--- config.mk ---
export PLATFORM = sky130hd
export DESIGN_NAME = icon_operand_mover
export DESIGN_NICKNAME = d
export VERILOG_FILES = /design/src/rtl/icon_operand_mover.sv
export SDC_FILE = /design/constraint.sdc
export NUM_CORES = 1
export LEC_CHECK = 0
export CAP_MARGIN = 5
export CORE_ASPECT_RATIO = 0.75
export CORE_MARGIN = 5
export CORE_UTILIZATION = 53
export CTS_CLUSTER_DIAMETER = 150
export CTS_CLUSTER_SIZE = 25
export DETAILED_ROUTE_END_ITERATION = 10
export GPL_TIMING_DRIVEN = 0
export HOLD_SLACK_MARGIN = 0.08
export PLACE_DENSITY_LB_ADDON = 0.2
export SYNTH_ARGS = -nofsm -noshare
export SYNTH_HDL_FRONTEND = slang
export SYNTH_SLANG_ARGS = --single-unit
--- constraint.sdc ---
create_clock -name clk -period 3.49 [get_ports clk]
set_input_delay 0.698 -clock clk [delete_from_list [all_inputs] [get_ports clk]]
set_output_delay 0.698 -clock clk [all_outputs]
set_load 0.02 [all_outputs]
--- src/rtl/icon_operand_mover.sv ---
`default_nettype none
// ============================================================================
// Module   : icon_operand_mover
// Purpose  : Interconnect-side mover that fetches foreign operands from a
//            producing EU's cache TX read port and writes them into the
//            consuming EU's cache RX write channel. Requests are queued in a
//            small FIFO; a head request that keeps missing is rotated to the
//            tail so an unproduced operand cannot block the others.
// Revision : 1.0 - initial release
// ----------------------------------------------------------------------------
// Parameters:
//   ADDR_W      - operand address width
//   DATA_W      - operand data width
//   REQ_DEPTH   - request FIFO entries (power of 2, >= 2)
//   RETRY_LIMIT - consecutive head misses before rotation (>= 1)
// Ports:
//   clk, reset_n              - clock, asynchronous active-low reset
//   req_addr/req_valid/req_ready      - fetch request input (ready = ~full)
//   src_r_addr/src_r_ready            - producer read address / strobe (out)
//   src_r_data/src_r_valid            - producer read data / hit (in)
//   dst_w_addr/dst_w_data/dst_w_valid - consumer write channel (out)
//   dst_w_ready                       - consumer ready (in)
//   busy                              - FIFO non-empty or FSM active
// Optional (macro ICON_MOVER_STATS_EN):
//   stat_moves, stat_rotates, stat_stall - 16-bit saturating counters
// ============================================================================
module icon_operand_mover #(
  parameter int ADDR_W      = 16,
  parameter int DATA_W      = 32,
  parameter int REQ_DEPTH   = 4,
  parameter int RETRY_LIMIT = 8
) (
  input  logic              clk,
  input  logic              reset_n,
  input  logic [ADDR_W-1:0] req_addr,
  input  logic              req_valid,
  output logic              req_ready,
  output logic [ADDR_W-1:0] src_r_addr,
  output logic              src_r_ready,
  input  logic [DATA_W-1:0] src_r_data,
  input  logic              src_r_valid,
  output logic [ADDR_W-1:0] dst_w_addr,
  output logic [DATA_W-1:0] dst_w_data,
  output logic              dst_w_valid,
  input  logic              dst_w_ready,
  output logic              busy
`ifdef ICON_MOVER_STATS_EN
  ,
  output logic [15:0]       stat_moves,
  output logic [15:0]       stat_rotates,
  output logic [15:0]       stat_stall
`endif
);

  localparam int c_PTR_W = $clog2(REQ_DEPTH);
  localparam int c_CNT_W = c_PTR_W + 1;
  localparam int c_RTY_W = $clog2(RETRY_LIMIT + 1);

  typedef enum logic [1:0] {
    ST_IDLE = 2'd0,
    ST_RD   = 2'd1,
    ST_WR   = 2'd2
  } state_t;

  state_t              r_state;
  state_t              w_state_nxt;
  logic [ADDR_W-1:0]   r_mem [REQ_DEPTH];
  logic [c_PTR_W-1:0]  r_rd_ptr;
  logic [c_PTR_W-1:0]  r_wr_ptr;
  logic [c_CNT_W-1:0]  r_count;
  logic [c_RTY_W-1:0]  r_retry;
  logic [ADDR_W-1:0]   r_src_addr;
  logic [ADDR_W-1:0]   r_dst_addr;
  logic [DATA_W-1:0]   r_dst_data;

  logic [ADDR_W-1:0]   w_head;
  logic [ADDR_W-1:0]   w_next_head;
  logic                w_full;
  logic                w_empty;
  logic                w_push_ext;
  logic                w_in_rd;
  logic                w_hit;
  logic                w_miss;
  logic                w_rotate;
  logic                w_pop;
  logic                w_load_src;
  logic [c_PTR_W-1:0]  w_ext_slot;
  logic [c_CNT_W:0]    w_count_sum;

  assign w_head     = r_mem[r_rd_ptr];
  assign w_full     = (r_count == c_CNT_W'(REQ_DEPTH));
  assign w_empty    = (r_count == '0);
  assign w_push_ext = req_valid & ~w_full;
  assign w_in_rd    = (r_state == ST_RD);
  assign w_hit      = w_in_rd & src_r_valid;
  assign w_miss     = w_in_rd & ~src_r_valid;
  assign w_rotate   = w_miss & (r_retry == c_RTY_W'(RETRY_LIMIT - 1));
  assign w_pop      = w_hit | w_rotate;
  // The rotated entry takes the tail slot first; a coincident request lands after it.
  assign w_ext_slot = r_wr_ptr + c_PTR_W'(w_rotate);

  // Head after this cycle's update. Only a rotation needs the look-ahead: with a
  // single entry the rotated address is still being written, so forward it.
  always_comb begin
    w_next_head = w_head;
    if (w_rotate) begin
      if (r_count == c_CNT_W'(1)) begin
        w_next_head = w_head;
      end else begin
        w_next_head = r_mem[r_rd_ptr + c_PTR_W'(1)];
      end
    end
  end

  always_comb begin
    w_state_nxt = r_state;
    w_load_src  = 1'b0;
    case (r_state)
      ST_IDLE: begin
        if (!w_empty) begin
          w_state_nxt = ST_RD;
          w_load_src  = 1'b1;
        end
      end
      ST_RD: begin
        if (w_hit) begin
          w_state_nxt = ST_WR;
        end else if (w_rotate) begin
          w_load_src  = 1'b1;
        end
      end
      ST_WR: begin
        if (dst_w_ready) begin
          if (!w_empty) begin
            w_state_nxt = ST_RD;
            w_load_src  = 1'b1;
          end else begin
            w_state_nxt = ST_IDLE;
          end
        end
      end
      default: w_state_nxt = ST_IDLE;
    endcase
  end

  always_ff @(posedge clk or negedge reset_n) begin
    if (!reset_n) begin
      r_state    <= ST_IDLE;
      r_rd_ptr   <= '0;
      r_wr_ptr   <= '0;
      r_count    <= '0;
      r_retry    <= '0;
      r_src_addr <= '0;
      r_dst_addr <= '0;
      r_dst_data <= '0;
    end else begin
      r_state  <= w_state_nxt;
      r_rd_ptr <= r_rd_ptr + c_PTR_W'(w_pop);
      r_wr_ptr <= r_wr_ptr + c_PTR_W'(w_rotate) + c_PTR_W'(w_push_ext);
      // A rotation pops and pushes, leaving occupancy unchanged.
      r_count  <= r_count + c_CNT_W'(w_push_ext) + c_CNT_W'(w_rotate) - c_CNT_W'(w_pop);
      if (w_hit || w_rotate) begin
        r_retry <= '0;
      end else if (w_miss) begin
        r_retry <= r_retry + c_RTY_W'(1);
      end
      if (w_load_src) begin
        r_src_addr <= w_next_head;
      end
      if (w_hit) begin
        r_dst_addr <= w_head;
        r_dst_data <= src_r_data;
      end
    end
  end

  // Storage needs no reset: occupancy is tracked solely by the pointers/count.
  always_ff @(posedge clk) begin
    if (w_rotate) begin
      r_mem[r_wr_ptr] <= w_head;
    end
    if (w_push_ext) begin
      r_mem[w_ext_slot] <= req_addr;
    end
  end

  assign w_count_sum = {1'b0, r_count} + (c_CNT_W + 1)'(w_push_ext) + (c_CNT_W + 1)'(w_rotate);

  a_no_overflow : assert property (@(posedge clk) disable iff (!reset_n)
    (w_count_sum - (c_CNT_W + 1)'(w_pop)) <= (c_CNT_W + 1)'(REQ_DEPTH));

  assign req_ready   = ~w_full;
  assign src_r_addr  = r_src_addr;
  assign src_r_ready = (r_state == ST_RD);
  assign dst_w_addr  = r_dst_addr;
  assign dst_w_data  = r_dst_data;
  assign dst_w_valid = (r_state == ST_WR);
  assign busy        = ~w_empty | (r_state != ST_IDLE);

`ifdef ICON_MOVER_STATS_EN
  logic [15:0] r_stat_moves;
  logic [15:0] r_stat_rotates;
  logic [15:0] r_stat_stall;

  always_ff @(posedge clk or negedge reset_n) begin
    if (!reset_n) begin
      r_stat_moves   <= '0;
      r_stat_rotates <= '0;
      r_stat_stall   <= '0;
    end else begin
      if (dst_w_valid && dst_w_ready && (r_stat_moves != 16'hFFFF)) begin
        r_stat_moves <= r_stat_moves + 16'd1;
      end
      if (w_rotate && (r_stat_rotates != 16'hFFFF)) begin
        r_stat_rotates <= r_stat_rotates + 16'd1;
      end
      if (dst_w_valid && !dst_w_ready && (r_stat_stall != 16'hFFFF)) begin
        r_stat_stall <= r_stat_stall + 16'd1;
      end
    end
  end

  assign stat_moves   = r_stat_moves;
  assign stat_rotates = r_stat_rotates;
  assign stat_stall   = r_stat_stall;
`endif

endmodule
`default_nettype wire

==> run metrics <==
status finished, final reports clean; I/O pins 121; Clock Path Buffers 2; share of layout cells above drive strength 1 19.24%; vias in the first global route 5,407; Clk network pwr share 19.1%; Crit path largest cell delay 0.51 ns; Peak Freq 0.2896 GHz; initial DRC count 631; Fin Setup TNS 0 ns; commonest non-fill, non-tap cells in the layout 122 x nand2_1, 119 x clkdlybuf4s50_1, 95 x o21ai_0; Startpoint Class input port; Net Sw Frac 39.54%; Die Span Y 107.7 um; mux contribution to synthesized area 15.42%; Post-synth EDFFs 64; Final #Nets 780; critical path class in -> reg; maxcap violations 0; switching pwr 3.604 mW; crit path max fanout 10; clk_lat worst skew 0.43 ns; Tot Pwr 9.114 mW; total core area 0.01239 sq mm; WP data required 3.62 ns; Final min period 3.453 ns; ys flop type dfrtp_1; clock transition at the registers of the reported paths 0.06 ns; gr ovfl total 0; fraction of power consumed by sequential logic 32.9%; leak pwr 3.506 nW; Cell Chain, Critical Path clkdlybuf4s50_1 > or3b_4 > or2_4 > clkinv_4 > ha_1 > xnor2_2 > nor4b_4 > buf_4 > clkbuf_1 > o21ai_0; HPWL after DPL 12,650 um; Seq cells post-synth 141; reg2reg path depth 12; asr flop ratio synth 54.61%; number of distinct library cells after synthesis 44; critical path's top delay family buffers and inverters; CTS buffer count 17; Hold Path Class in -> async; Util after Layout 70.90%; vias per inst 5.829; filler instances 878; Hold Vio Cnt, Final 0; Slew HR 39.14%; final wirelength 18,610 um; drt wl/cell 20.70 um; Synth Area per Inst 11.66 sq um; crit path buf inv count 4; Max H-tree Level 4; area share of and/or/nand/nor cells after synthesis 9.807%; Die Width 140.3 um; post-synthesis adder-cell area fraction 1.409%; antenna violations before repair 0; Max VDD drop 0.5979 mV; Area Overhead vs Synth 30.20%; Synth Area in XOR/XNOR 1.020%; clk sinks 141; Initial Util 54.46%; most common cell after layout, fill and taps aside nand2_1; Layout Cells excl Fill 899; Antenna diodes 0; largest net degree at the start of global routing 69; synthesized area 0.006749 sq mm; largest family of logic cells by synthesized area multiplexers; via count 5,240; Slowest-stage cell, CP clkdlybuf4s50_1; CP arrival 3.58 ns; Synthesized Nets 639; sequential share of the synthesized area 57.03%; placed insts 866; Worst setup EP type flip-flop; Cell Rows 35; hold_ws 0.1174 ns; ANT nets after route 0; Synth top area share 28.55%; Area contributors post-synth dfrtp_1 29%, edfxtp_1 28%, mux2_2 11%; Slew Limit Fails 0; TritonCTS clock tree built; Pint 5.510 mW; Final period util 98.94%; TritonRoute pass-1 iters 8; Die ar. 0.01511 sq mm; Final setup viols 0; combinational fraction of design power 48.1%; GP Congestion 0.8254; gate count after technology mapping 579; cell depth of the worst setup path 10; first-pass GRT wire length 29,080 um; clk_skew 0.009753 ns; Synthesis Warnings 0; Synth Area in Compound Gates 12.55%; DR DRC count 0; RSZ-0062 raised after global routing yes; pwr/cell area 1037 mW/mm^2; gr usage total 25.40%; port buffer count 120; cell type with the largest total area after synthesis dfrtp_1; Tightest Pin Transition 0.9059 ns; root buf cell clkbuf_16
==> per-layer routing <==
layer | track usage, % | share of wire [%] | vias to the layer above
li1 | - | - | 2358
met1 | 32.95 | 41 | 2552
met2 | 40.85 | 46 | 299
met3 | 8.703 | 11 | 31
met4 | 7.192 | 1.7 | 0
met5 | 0 | 0 | -
==> worst paths after layout <==
kind                                from  slack, ns             end
hold / removal                   reset_n       0.12   src_r_addr[6]
max in group asynchronous        reset_n       2.78  dst_w_data[19]
setup reg to reg              r_state[0]       0.37      r_count[2]
min in group clk           dst_w_addr[2]       0.49   dst_w_addr[2]
setup / recovery             src_r_valid       0.04    r_mem[2][11]
hold reg to reg            dst_w_addr[2]       0.49   dst_w_addr[2]
==> power groups by stage <==
stage | clock network (mW) | registers (mW) | logic (mW)
after floorplan | 0 | 3.39 | 2.21
after global placement | 0 | 2.96 | 4.16
after detailed placement | 0 | 3.01 | 4.31
after CTS | 1.74 | 3.00 | 4.37
after global routing | 1.82 | 3.08 | 4.72
final | 1.74 | 3.00 | 4.38
==> Yosys cell counts, types with 6 or more instances <==
library cell and number:
clkbuf_1 20, ha_1 6, o211ai_1 6, mux2i_1 32, dfrtp_1 77, nand2_1 122, buf_2 13, o211ai_2 10
edfxtp_1 64, o21bai_1 17, inv_1 6, mux2_2 64, o21ai_0 95
==> worst register-to-register path, delay by kind of cell, from the launching register on <==
family	cells	cell delay (ns)
compound gates	1	0.17
xor+xnor	3	0.45
simple gates	3	0.52
fa+ha+maj	3	0.89
flops	1	0.45
buf+inv	2	0.55
==> stage by stage <==
| step | setup slack (ns) | area, sq um |
|---|---|---|
| after floorplan | 0.2615 | 6749 |
| after global placement | -1.084 | 8158 |
| after detailed placement | -0.8719 | 8187 |
| after CTS | 0.06924 | 8775 |
| after global routing | -0.0004916 | 8787 |
| final | 0.03703 | 8787 |
==> layout make-up <==
type	instances	area (sq um)	share of cell area (%)
inverters	7	31.28	0.3560
plain buffers	35	161.4	1.837
flip-flops and latches	141	3849	43.80
multi-input cells	396	2741	31.20
clock buffers	19	464.2	5.283
clock inverters	13	98.84	1.125
repair buffers	122	1234	14.04
well taps	166	207.7	2.364
==> cells by family (layout without fill, tap and decap cells) <==
logic type               count (synthesis)  count (layout)
AND/OR/NAND/NOR                        147             147
flip-flops                             141             141
AO/OA/AOI/OAI                          139             139
multiplexers                            96              96
buffers and inverters                   42             196
adder cells (fa/ha/maj)                  7               7
XOR/XNOR                                 7               7
==> timing repair <==
item                       in CTS  in global routing
resized for setup               5                  6
gates cloned                    0                  0
pin swaps                       0                  1
setup endpoints to repair      32                 49
hold buffers                    0                  0
buffers inserted                0                  1
==> state kept, by name, indices dropped and copies added, names as in the netlist <==
name / cells
r_rd_ptr: 2
src_r_addr: 16
r_wr_ptr: 2
r_count: 3
r_retry: 4
dst_w_data: 32
r_mem: 64
r_state: 2
dst_w_addr: 16
No activity file was read; power rests on OpenSTA's default activity.
